<file path="config.mk">
export PLATFORM = sky130hd
export DESIGN_NAME = sha256_digest_streamer_flat
export DESIGN_NICKNAME = d
export VERILOG_FILES = /design/src/rtl/sha256_pkg.sv /design/src/rtl/sha256_digest_streamer_if.sv /design/src/rtl/lzc256.sv /design/src/rtl/sha256_digest_streamer.sv /design/src/flat_wrapper.sv
export SDC_FILE = /design/constraint.sdc
export NUM_CORES = 1
export LEC_CHECK = 0
export ABC_AREA = 1
export ABC_CLOCK_PERIOD_IN_PS = 1600
export BUFFER_PORTS_ARGS = -buffer_cell sky130_fd_sc_hd__clkbuf_2
export CORE_AREA = 3 3 190 192
export DETAILED_ROUTE_END_ITERATION = 12
export DIE_AREA = 0 0 193 195
export PLACE_DENSITY_LB_ADDON = 0.25
export SLEW_MARGIN = 20
export SYNTH_ARGS = -nofsm -noshare
export SYNTH_HDL_FRONTEND = slang
export SYNTH_HIERARCHICAL = 1
export SYNTH_SLANG_ARGS = --single-unit
</file>
<file path="constraint.sdc">
create_clock -name clk -period 1.6 [get_ports clk]
set_clock_uncertainty 0.15 [all_clocks]
set_input_delay 0.16 -clock clk [delete_from_list [all_inputs] [get_ports clk]]
set_output_delay 0.16 -clock clk [all_outputs]
set_load 0.05 [all_outputs]
</file>
<file path="src/rtl/sha256_pkg.sv">
// sha256_pkg
//   Shared definitions for the SHA-256 datapath blocks.
//   - SHA-256 initial hash values H0..H7 (IV), individually and packed
//   - DIGEST_W / HWORD_W widths of the full digest and of one hash word
//   - stream_state_t, the state type of the digest streamer FSM
package sha256_pkg;

  localparam int DIGEST_W = 256;
  localparam int HWORD_W  = 32;

  localparam logic [HWORD_W-1:0] IV_H0 = 32'h6a09e667;
  localparam logic [HWORD_W-1:0] IV_H1 = 32'hbb67ae85;
  localparam logic [HWORD_W-1:0] IV_H2 = 32'h3c6ef372;
  localparam logic [HWORD_W-1:0] IV_H3 = 32'ha54ff53a;
  localparam logic [HWORD_W-1:0] IV_H4 = 32'h510e527f;
  localparam logic [HWORD_W-1:0] IV_H5 = 32'h9b05688c;
  localparam logic [HWORD_W-1:0] IV_H6 = 32'h1f83d9ab;
  localparam logic [HWORD_W-1:0] IV_H7 = 32'h5be0cd19;

  // H0 sits in the most significant word, matching the h_in layout.
  localparam logic [DIGEST_W-1:0] IV = {IV_H0, IV_H1, IV_H2, IV_H3,
                                        IV_H4, IV_H5, IV_H6, IV_H7};

  typedef enum logic {
    IDLE   = 1'b0,
    STREAM = 1'b1
  } stream_state_t;

endpackage

</file>
<file path="src/rtl/sha256_digest_streamer_if.sv">
// sha256_digest_streamer_if
//   Bundles the digest capture side and the beat output side of the streamer.
//   Parameter OUT_W : output beat width (8, 16, 32 or 64).
//   Signals:
//     digest_valid  one-cycle pulse, h_in holds the final digest
//     h_in          {H0..H7}, H0 in [255:224]
//     digest_ready  streamer is idle and can capture a digest
//     out_data      current beat, out_valid / out_ready handshake
//     out_last      final beat of the digest
//     out_hit       difficulty result for the digest being streamed
//     overrun       sticky, a digest arrived while busy
//     clear_overrun synchronous clear of overrun
//   Modports:
//     master  the host / round-controller side driving the streamer
//     slave   the streamer itself
interface sha256_digest_streamer_if #(
  parameter int OUT_W = 32
);
  import sha256_pkg::*;

  logic                digest_valid;
  logic [DIGEST_W-1:0] h_in;
  logic                digest_ready;
  logic [OUT_W-1:0]    out_data;
  logic                out_valid;
  logic                out_ready;
  logic                out_last;
  logic                out_hit;
  logic                overrun;
  logic                clear_overrun;

  modport master (
    output digest_valid, h_in, out_ready, clear_overrun,
    input  digest_ready, out_data, out_valid, out_last, out_hit, overrun
  );

  modport slave (
    input  digest_valid, h_in, out_ready, clear_overrun,
    output digest_ready, out_data, out_valid, out_last, out_hit, overrun
  );

endinterface

</file>
<file path="src/rtl/lzc256.sv">
// lzc256
//   Purely combinational leading-zero counter for a 256-bit word.
//   Ports:
//     x      in  256  word to examine, bit 255 is counted first
//     count  out 9    number of leading zeros, 256 for an all-zero word
//   Built as a balanced binary tree so it can be shared with the nonce
//   controller without a long serial priority chain.
module lzc256 (
  input  logic [255:0] x,
  output logic [8:0]   count
);

  // Each tree level merges adjacent pairs of nodes. A node covering 2*half
  // bits takes the left (more significant) count unless the left half is
  // entirely zero, in which case the right count is added on top of it.
  // Merging in place is safe because node i only reads nodes 2i and 2i+1,
  // which are never overwritten before they are read.
  function automatic logic [8:0] tree_lzc(input logic [255:0] v);
    logic [8:0] c [256];
    int         half;
    for (int i = 0; i < 256; i++) begin
      c[i] = {8'd0, ~v[255-i]};
    end
    for (int l = 0; l < 8; l++) begin
      half = 1 << l;
      for (int i = 0; i < 128; i++) begin
        if (i < (128 >> l)) begin
          c[i] = (c[2*i] == 9'(half)) ? 9'(half) + c[2*i+1] : c[2*i];
        end
      end
    end
    return c[0];
  endfunction

  assign count = tree_lzc(x);

endmodule

</file>
<file path="src/rtl/sha256_digest_streamer.sv">
// sha256_digest_streamer
//   Captures the final SHA-256 digest when the round controller pulses
//   digest_valid and streams it out as OUT_W-bit beats, H0 MSB first, over a
//   valid/ready handshake. Each digest is also tagged with a difficulty hit:
//   at least DIFF_BITS leading zero bits.
//   Parameters:
//     OUT_W     beat width, one of 8, 16, 32, 64
//     DIFF_BITS minimum leading zeros for a hit, 0..256 (0 = always a hit)
//   Ports:
//     clk    rising-edge system clock
//     rst_n  asynchronous active-low reset
//     bus    sha256_digest_streamer_if slave modport (digest capture side,
//            beat output side, overrun status and clear)
module sha256_digest_streamer
  import sha256_pkg::*;
#(
  parameter int OUT_W     = 32,
  parameter int DIFF_BITS = 32
) (
  input  logic                      clk,
  input  logic                      rst_n,
  sha256_digest_streamer_if.slave   bus
);

  localparam int                BEATS     = DIGEST_W / OUT_W;
  localparam int                CNT_W     = $clog2(BEATS);
  localparam logic [CNT_W-1:0]  LAST_BEAT = CNT_W'(BEATS - 1);
  // One extra bit so DIFF_BITS = 256 still compares correctly.
  localparam logic [9:0]        DIFF_Q    = 10'(DIFF_BITS);

  stream_state_t       state;
  stream_state_t       state_next;
  logic [DIGEST_W-1:0] shift_reg;
  logic [CNT_W-1:0]    beat_cnt;
  logic                hit_q;
  logic                overrun_q;
  logic [8:0]          lzc_count;
  logic                hit_next;
  logic                capture;
  logic                handshake;
  logic                is_last;

  logic                digest_ready_c;
  logic                out_valid_c;
  logic                out_last_c;
  logic                out_hit_c;
  logic [OUT_W-1:0]    out_data_c;

  lzc256 u_lzc (
    .x     (bus.h_in),
    .count (lzc_count)
  );

  assign hit_next  = ({1'b0, lzc_count} >= DIFF_Q);
  assign capture   = (state == IDLE) && bus.digest_valid;
  assign handshake = (state == STREAM) && bus.out_ready;
  assign is_last   = (beat_cnt == LAST_BEAT);

  // State register for the two-state capture/stream controller.
  always_ff @(posedge clk or negedge rst_n) begin
    if (!rst_n) begin
      state <= IDLE;
    end else begin
      state <= state_next;
    end
  end

  // Next state and outputs. Outputs are gated by STREAM so that IDLE always
  // presents zeros regardless of what is left in the datapath registers.
  always_comb begin
    state_next     = state;
    digest_ready_c = 1'b0;
    out_valid_c    = 1'b0;
    out_last_c     = 1'b0;
    out_hit_c      = 1'b0;
    out_data_c     = '0;
    case (state)
      IDLE: begin
        digest_ready_c = 1'b1;
        if (bus.digest_valid) begin
          state_next = STREAM;
        end
      end
      STREAM: begin
        out_valid_c = 1'b1;
        out_last_c  = is_last;
        out_hit_c   = hit_q;
        out_data_c  = shift_reg[DIGEST_W-1 -: OUT_W];
        if (bus.out_ready && is_last) begin
          state_next = IDLE;
        end
      end
      default: begin
        state_next = IDLE;
      end
    endcase
  end

  // Digest datapath: load on capture, shift one beat per accepted handshake.
  // Zero fill means nothing from the previous digest can reappear later.
  always_ff @(posedge clk or negedge rst_n) begin
    if (!rst_n) begin
      shift_reg <= '0;
      beat_cnt  <= '0;
      hit_q     <= 1'b0;
    end else if (capture) begin
      shift_reg <= bus.h_in;
      beat_cnt  <= '0;
      hit_q     <= hit_next;
    end else if (handshake) begin
      shift_reg <= shift_reg << OUT_W;
      if (is_last) begin
        beat_cnt <= '0;
        hit_q    <= 1'b0;
      end else begin
        beat_cnt <= beat_cnt + CNT_W'(1);
      end
    end
  end

  // Sticky overrun: any digest offered while streaming is dropped and
  // flagged. A new overrun beats a coincident clear so it is never lost.
  always_ff @(posedge clk or negedge rst_n) begin
    if (!rst_n) begin
      overrun_q <= 1'b0;
    end else if (bus.digest_valid && (state == STREAM)) begin
      overrun_q <= 1'b1;
    end else if (bus.clear_overrun) begin
      overrun_q <= 1'b0;
    end
  end

  assign bus.digest_ready = digest_ready_c;
  assign bus.out_valid    = out_valid_c;
  assign bus.out_last     = out_last_c;
  assign bus.out_hit      = out_hit_c;
  assign bus.out_data     = out_data_c;
  assign bus.overrun      = overrun_q;

endmodule

</file>
<file path="src/flat_wrapper.sv">
// flat-port wrapper written by rule: the top's interface ports become plain ports
module sha256_digest_streamer_flat import sha256_pkg::*;
#(
  parameter int OUT_W     = 32,
  parameter int DIFF_BITS = 32
)
  (clk, rst_n, bus_digest_valid, bus_h_in, bus_out_ready, bus_clear_overrun, bus_digest_ready, bus_out_data, bus_out_valid, bus_out_last, bus_out_hit, bus_overrun);
  sha256_digest_streamer_if #(.OUT_W(OUT_W)) bus_i ();
  input  logic clk;
  input  logic rst_n;
  input wire logic [$bits(bus_i.digest_valid)-1:0] bus_digest_valid;
  input wire logic [$bits(bus_i.h_in)-1:0] bus_h_in;
  input wire logic [$bits(bus_i.out_ready)-1:0] bus_out_ready;
  input wire logic [$bits(bus_i.clear_overrun)-1:0] bus_clear_overrun;
  output wire logic [$bits(bus_i.digest_ready)-1:0] bus_digest_ready;
  output wire logic [$bits(bus_i.out_data)-1:0] bus_out_data;
  output wire logic [$bits(bus_i.out_valid)-1:0] bus_out_valid;
  output wire logic [$bits(bus_i.out_last)-1:0] bus_out_last;
  output wire logic [$bits(bus_i.out_hit)-1:0] bus_out_hit;
  output wire logic [$bits(bus_i.overrun)-1:0] bus_overrun;
  assign bus_i.digest_valid = bus_digest_valid;
  assign bus_i.h_in = bus_h_in;
  assign bus_i.out_ready = bus_out_ready;
  assign bus_i.clear_overrun = bus_clear_overrun;
  assign bus_digest_ready = bus_i.digest_ready;
  assign bus_out_data = bus_i.out_data;
  assign bus_out_valid = bus_i.out_valid;
  assign bus_out_last = bus_i.out_last;
  assign bus_out_hit = bus_i.out_hit;
  assign bus_overrun = bus_i.overrun;
  sha256_digest_streamer #(.OUT_W(OUT_W), .DIFF_BITS(DIFF_BITS)) u_core (.clk(clk), .rst_n(rst_n), .bus(bus_i));
endmodule
</file>
==> flow_results.xml <==
<?xml version="1.0" encoding="UTF-8"?>
<metrics>
  <group name="outcome">
    <metric name="outcome" unit="">finished with violations</metric>
    <metric name="violations" unit="">negative hold slack, negative setup slack</metric>
  </group>
  <group name="floorplan">
    <metric name="fp.dieArea" unit="mm^2">0.0376</metric>
    <metric name="initial_core_util" unit="%">46.6</metric>
    <metric name="chipHeight" unit="um">195</metric>
    <metric name="core-area" unit="mm^2">0.0345</metric>
    <metric name="boundaryPins" unit="">298</metric>
    <metric name="die_x" unit="um">193</metric>
    <metric name="std_cell_rows" unit="">68</metric>
  </group>
  <group name="finish">
    <metric name="syn_to_final_growth" unit="%">56.9</metric>
    <metric name="largest_register_ffs" unit="">256</metric>
    <metric name="layout-drive-gt1-share" unit="%">23.6</metric>
    <metric name="finish.utilization" unit="%">73.1</metric>
    <metric name="finish.instance_area" unit="mm^2">0.0253</metric>
    <metric name="layout.nets" unit="">3594</metric>
  </group>
  <group name="timing">
    <metric name="setup_viol" unit="">306</metric>
    <metric name="min_period" unit="ps">1910</metric>
    <metric name="hold_ws" unit="ps">-51.5</metric>
    <metric name="transition_time_of_the_tightest_slew_check_pin" unit="ps">656</metric>
    <metric name="final-hold-violation-count" unit="">22</metric>
    <metric name="setup_ws" unit="ps">-309</metric>
    <metric name="final_min_period_over_clock_period" unit="%">119</metric>
    <metric name="worst_slew_margin_rel" unit="%">56.1</metric>
    <metric name="slew_violations" unit="">0</metric>
    <metric name="fmaxAchievable" unit="GHz">0.524</metric>
    <metric name="rsz0062_at_grt" unit="">yes</metric>
  </group>
  <group name="setup_path">
    <metric name="reg2reg_setup_slack" unit="ps">-300</metric>
    <metric name="worst_setup_path_start_kind" unit="">register</metric>
    <metric name="critPathKind" unit="">register to output pin</metric>
    <metric name="ff2ff_path_depth" unit="">9</metric>
    <metric name="cp_data_required_time" unit="ps">1290</metric>
    <metric name="worst_ep_arrival_time" unit="ps">1600</metric>
    <metric name="setup_crit_end_kind" unit="">output pin</metric>
    <metric name="critical_path_peak_fanout" unit="">33</metric>
  </group>
  <group name="detailed_routing">
    <metric name="wire_per_inst" unit="um">15.4</metric>
    <metric name="firstDrtPassIters" unit="">6</metric>
    <metric name="drt_first_iter_violations" unit="">1233</metric>
    <metric name="drc" unit="">0</metric>
    <metric name="routed_wirelength" unit="mm">58.7</metric>
    <metric name="dr_total_vias" unit="">18400</metric>
    <metric name="post_drt_via_cell_ratio" unit="">4.84</metric>
    <metric name="postRouteAntennaNets" unit="">0</metric>
  </group>
  <group name="clock_tree">
    <metric name="clock_latency_reported_for_the_late_side_of_the_worst_skew_pair" unit="ps">550</metric>
    <metric name="tritoncts" unit="">built</metric>
    <metric name="clkSlewWorstSetupHoldPaths" unit="ps">60</metric>
    <metric name="cts_made_buffers" unit="">30</metric>
    <metric name="clk_path_buf_depth" unit="">3</metric>
    <metric name="clock_tree.root_cell" unit="">sky130_fd_sc_hd__clkbuf_16</metric>
    <metric name="htree_levels" unit="">1</metric>
    <metric name="clock_sink_count" unit="">262</metric>
  </group>
  <group name="global_routing">
    <metric name="grt_pass1_vias" unit="">18900</metric>
    <metric name="global_route_wire_length_before_repair" unit="mm">93.0</metric>
    <metric name="track_usage" unit="%">30.5</metric>
    <metric name="grt_max_degree" unit="">63</metric>
    <metric name="overflow" unit="">0</metric>
    <metric name="number_of_antenna_violations_at_the_first_check_in_global_routing" unit="">3</metric>
  </group>
  <group name="power">
    <metric name="intPower" unit="mW">18.1</metric>
    <metric name="overall_power" unit="mW">28.6</metric>
    <metric name="p_switching" unit="mW">10.4</metric>
    <metric name="portion_of_total_power_attributed_to_combinational_logic" unit="%">40.5</metric>
    <metric name="power.leakage" unit="nW">13.8</metric>
    <metric name="power.share.switching" unit="%">36.5</metric>
    <metric name="power.density" unit="mW/mm^2">1130</metric>
    <metric name="clkPwrFrac" unit="%">25.4</metric>
    <metric name="seq_power_share" unit="%">34.1</metric>
    <metric name="power.ir.vdd_worst" unit="V">0.000981</metric>
  </group>
  <group name="synthesis">
    <metric name="synthesized_netlist_cell_count" unit="">2543</metric>
    <metric name="post_synth.cell_area_avg" unit="um^2">6.33</metric>
    <metric name="synth_warnings" unit="">6</metric>
    <metric name="synthesis.area" unit="mm^2">0.0161</metric>
    <metric name="synth_fp_nets" unit="">2806</metric>
  </group>
  <group name="placement">
    <metric name="dp_hpwl" unit="mm">36.1</metric>
    <metric name="port_buffers" unit="">297</metric>
    <metric name="placement.cell_area" unit="mm^2">0.0202</metric>
    <metric name="worst_slack_after_detailed_placement" unit="ps">-626</metric>
    <metric name="gp_congestion" unit="">0.937</metric>
  </group>
  <group name="hold_path">
    <metric name="hold_class" unit="">input pin to asynchronous set/reset pin</metric>
  </group>
  <group name="run">
    <metric name="max-cap-violations" unit="">0</metric>
  </group>
</metrics>
[final cells by class]
cell class                      instances  area [um^2]
Clock inverter                          6          105
Sequential cell                       262         6560
Antenna cell                            3         7.51
Timing Repair inverter                  2         28.8
Timing Repair Buffer                  860         7780
Inverter                              584         2340
Clock buffer                           46          952
Fill cell                            2688         9290
Tap cell                              455          569
Multi-Input combinational cell       1591         6920
[metrics by stage]
stage | cells | TNS, ps
global placement | 3451 | -5440
global route | 3808 | -78170
detailed placement | 3451 | -5710
finish | 3809 | -57010
floorplan | 2543 | -3920
CTS | 3800 | -53660
[power by group through the flow]
| stage | Clock [mW] | Sequential (mW) | Combinational (mW) |
|---|---|---|---|
| finish | 7.26 | 9.74 | 11.6 |
| CTS | 7.36 | 9.67 | 11.2 |
| global placement | 0 | 9.68 | 9.04 |
| global route | 7.66 | 9.95 | 12.7 |
| floorplan | 0 | 9.46 | 6.11 |
| detailed placement | 0 | 9.75 | 9.23 |
[final timing paths]
check / from / to
worst min register to register: u_core/shift_reg[204] / u_core/shift_reg[204]
worst max-delay path: u_core/state / bus_out_data[25]
worst min-delay path: rst_n / u_core/shift_reg[137]
max in group asynchronous: rst_n / u_core/shift_reg[205]
min in group clk: bus_out_ready / u_core/beat_cnt[1]
worst max register to register: u_core/state / u_core/shift_reg[201]
[routing by layer]
metal | global-route usage, % | vias up | part of all wire [%] | wire, um
met1 | 36.6 | 8467 | 39 | 23000
met4 | 13.4 | 2 | 4.8 | 2840
met2 | 53.6 | 781 | 49 | 28900
li1 | - | 8987 | - | -
met5 | 0 | - | 0.022 | 13
met3 | 4.92 | 202 | 6.8 | 4000
[worst max-delay path: stages, from the launching register on]
cell and delay, ps:
sky130_fd_sc_hd__dfrtp_2 430, sky130_fd_sc_hd__buf_12 190, sky130_fd_sc_hd__nand2_1 140, sky130_fd_sc_hd__clkinvlp_4 100
sky130_fd_sc_hd__clkbuf_8 170
[timing repair]
item                                   in CTS  in global routing
resized for setup                         118                 31
pin swaps                                   7                  1
setup buffers                              13                  1
gates cloned                               24                  3
hold buffers                              260                  2
setup endpoints to repair                 244                296
endpoints found under the hold margin     520                  4
[cells in the final DEF (no fill, tap or decap), types with 4 or more instances in the layout]
cell type                       count
sky130_fd_sc_hd__nor2_4             9
sky130_fd_sc_hd__o21ai_0          218
sky130_fd_sc_hd__inv_2             19
sky130_fd_sc_hd__nor2_1           118
sky130_fd_sc_hd__clkbuf_16         36
sky130_fd_sc_hd__buf_16            17
sky130_fd_sc_hd__o21bai_1           4
sky130_fd_sc_hd__nor3_1             6
sky130_fd_sc_hd__a21oi_1           20
sky130_fd_sc_hd__nand4_1            8
sky130_fd_sc_hd__clkbuf_2         260
sky130_fd_sc_hd__bufbuf_16         12
sky130_fd_sc_hd__nor2_2            21
sky130_fd_sc_hd__dlygate4sd3_1    262
sky130_fd_sc_hd__nand2_2           30
sky130_fd_sc_hd__buf_8             12
sky130_fd_sc_hd__o21ai_1           51
sky130_fd_sc_hd__clkbuf_8          27
sky130_fd_sc_hd__buf_12            31
sky130_fd_sc_hd__dfrtp_1          261
sky130_fd_sc_hd__o21ai_2            4
sky130_fd_sc_hd__buf_4            240
sky130_fd_sc_hd__inv_1            531
sky130_fd_sc_hd__clkinvlp_4        30
sky130_fd_sc_hd__nand2_1         1054
sky130_fd_sc_hd__nand3_1           15
sky130_fd_sc_hd__buf_6              6
(Power assumes the default switching activity.)
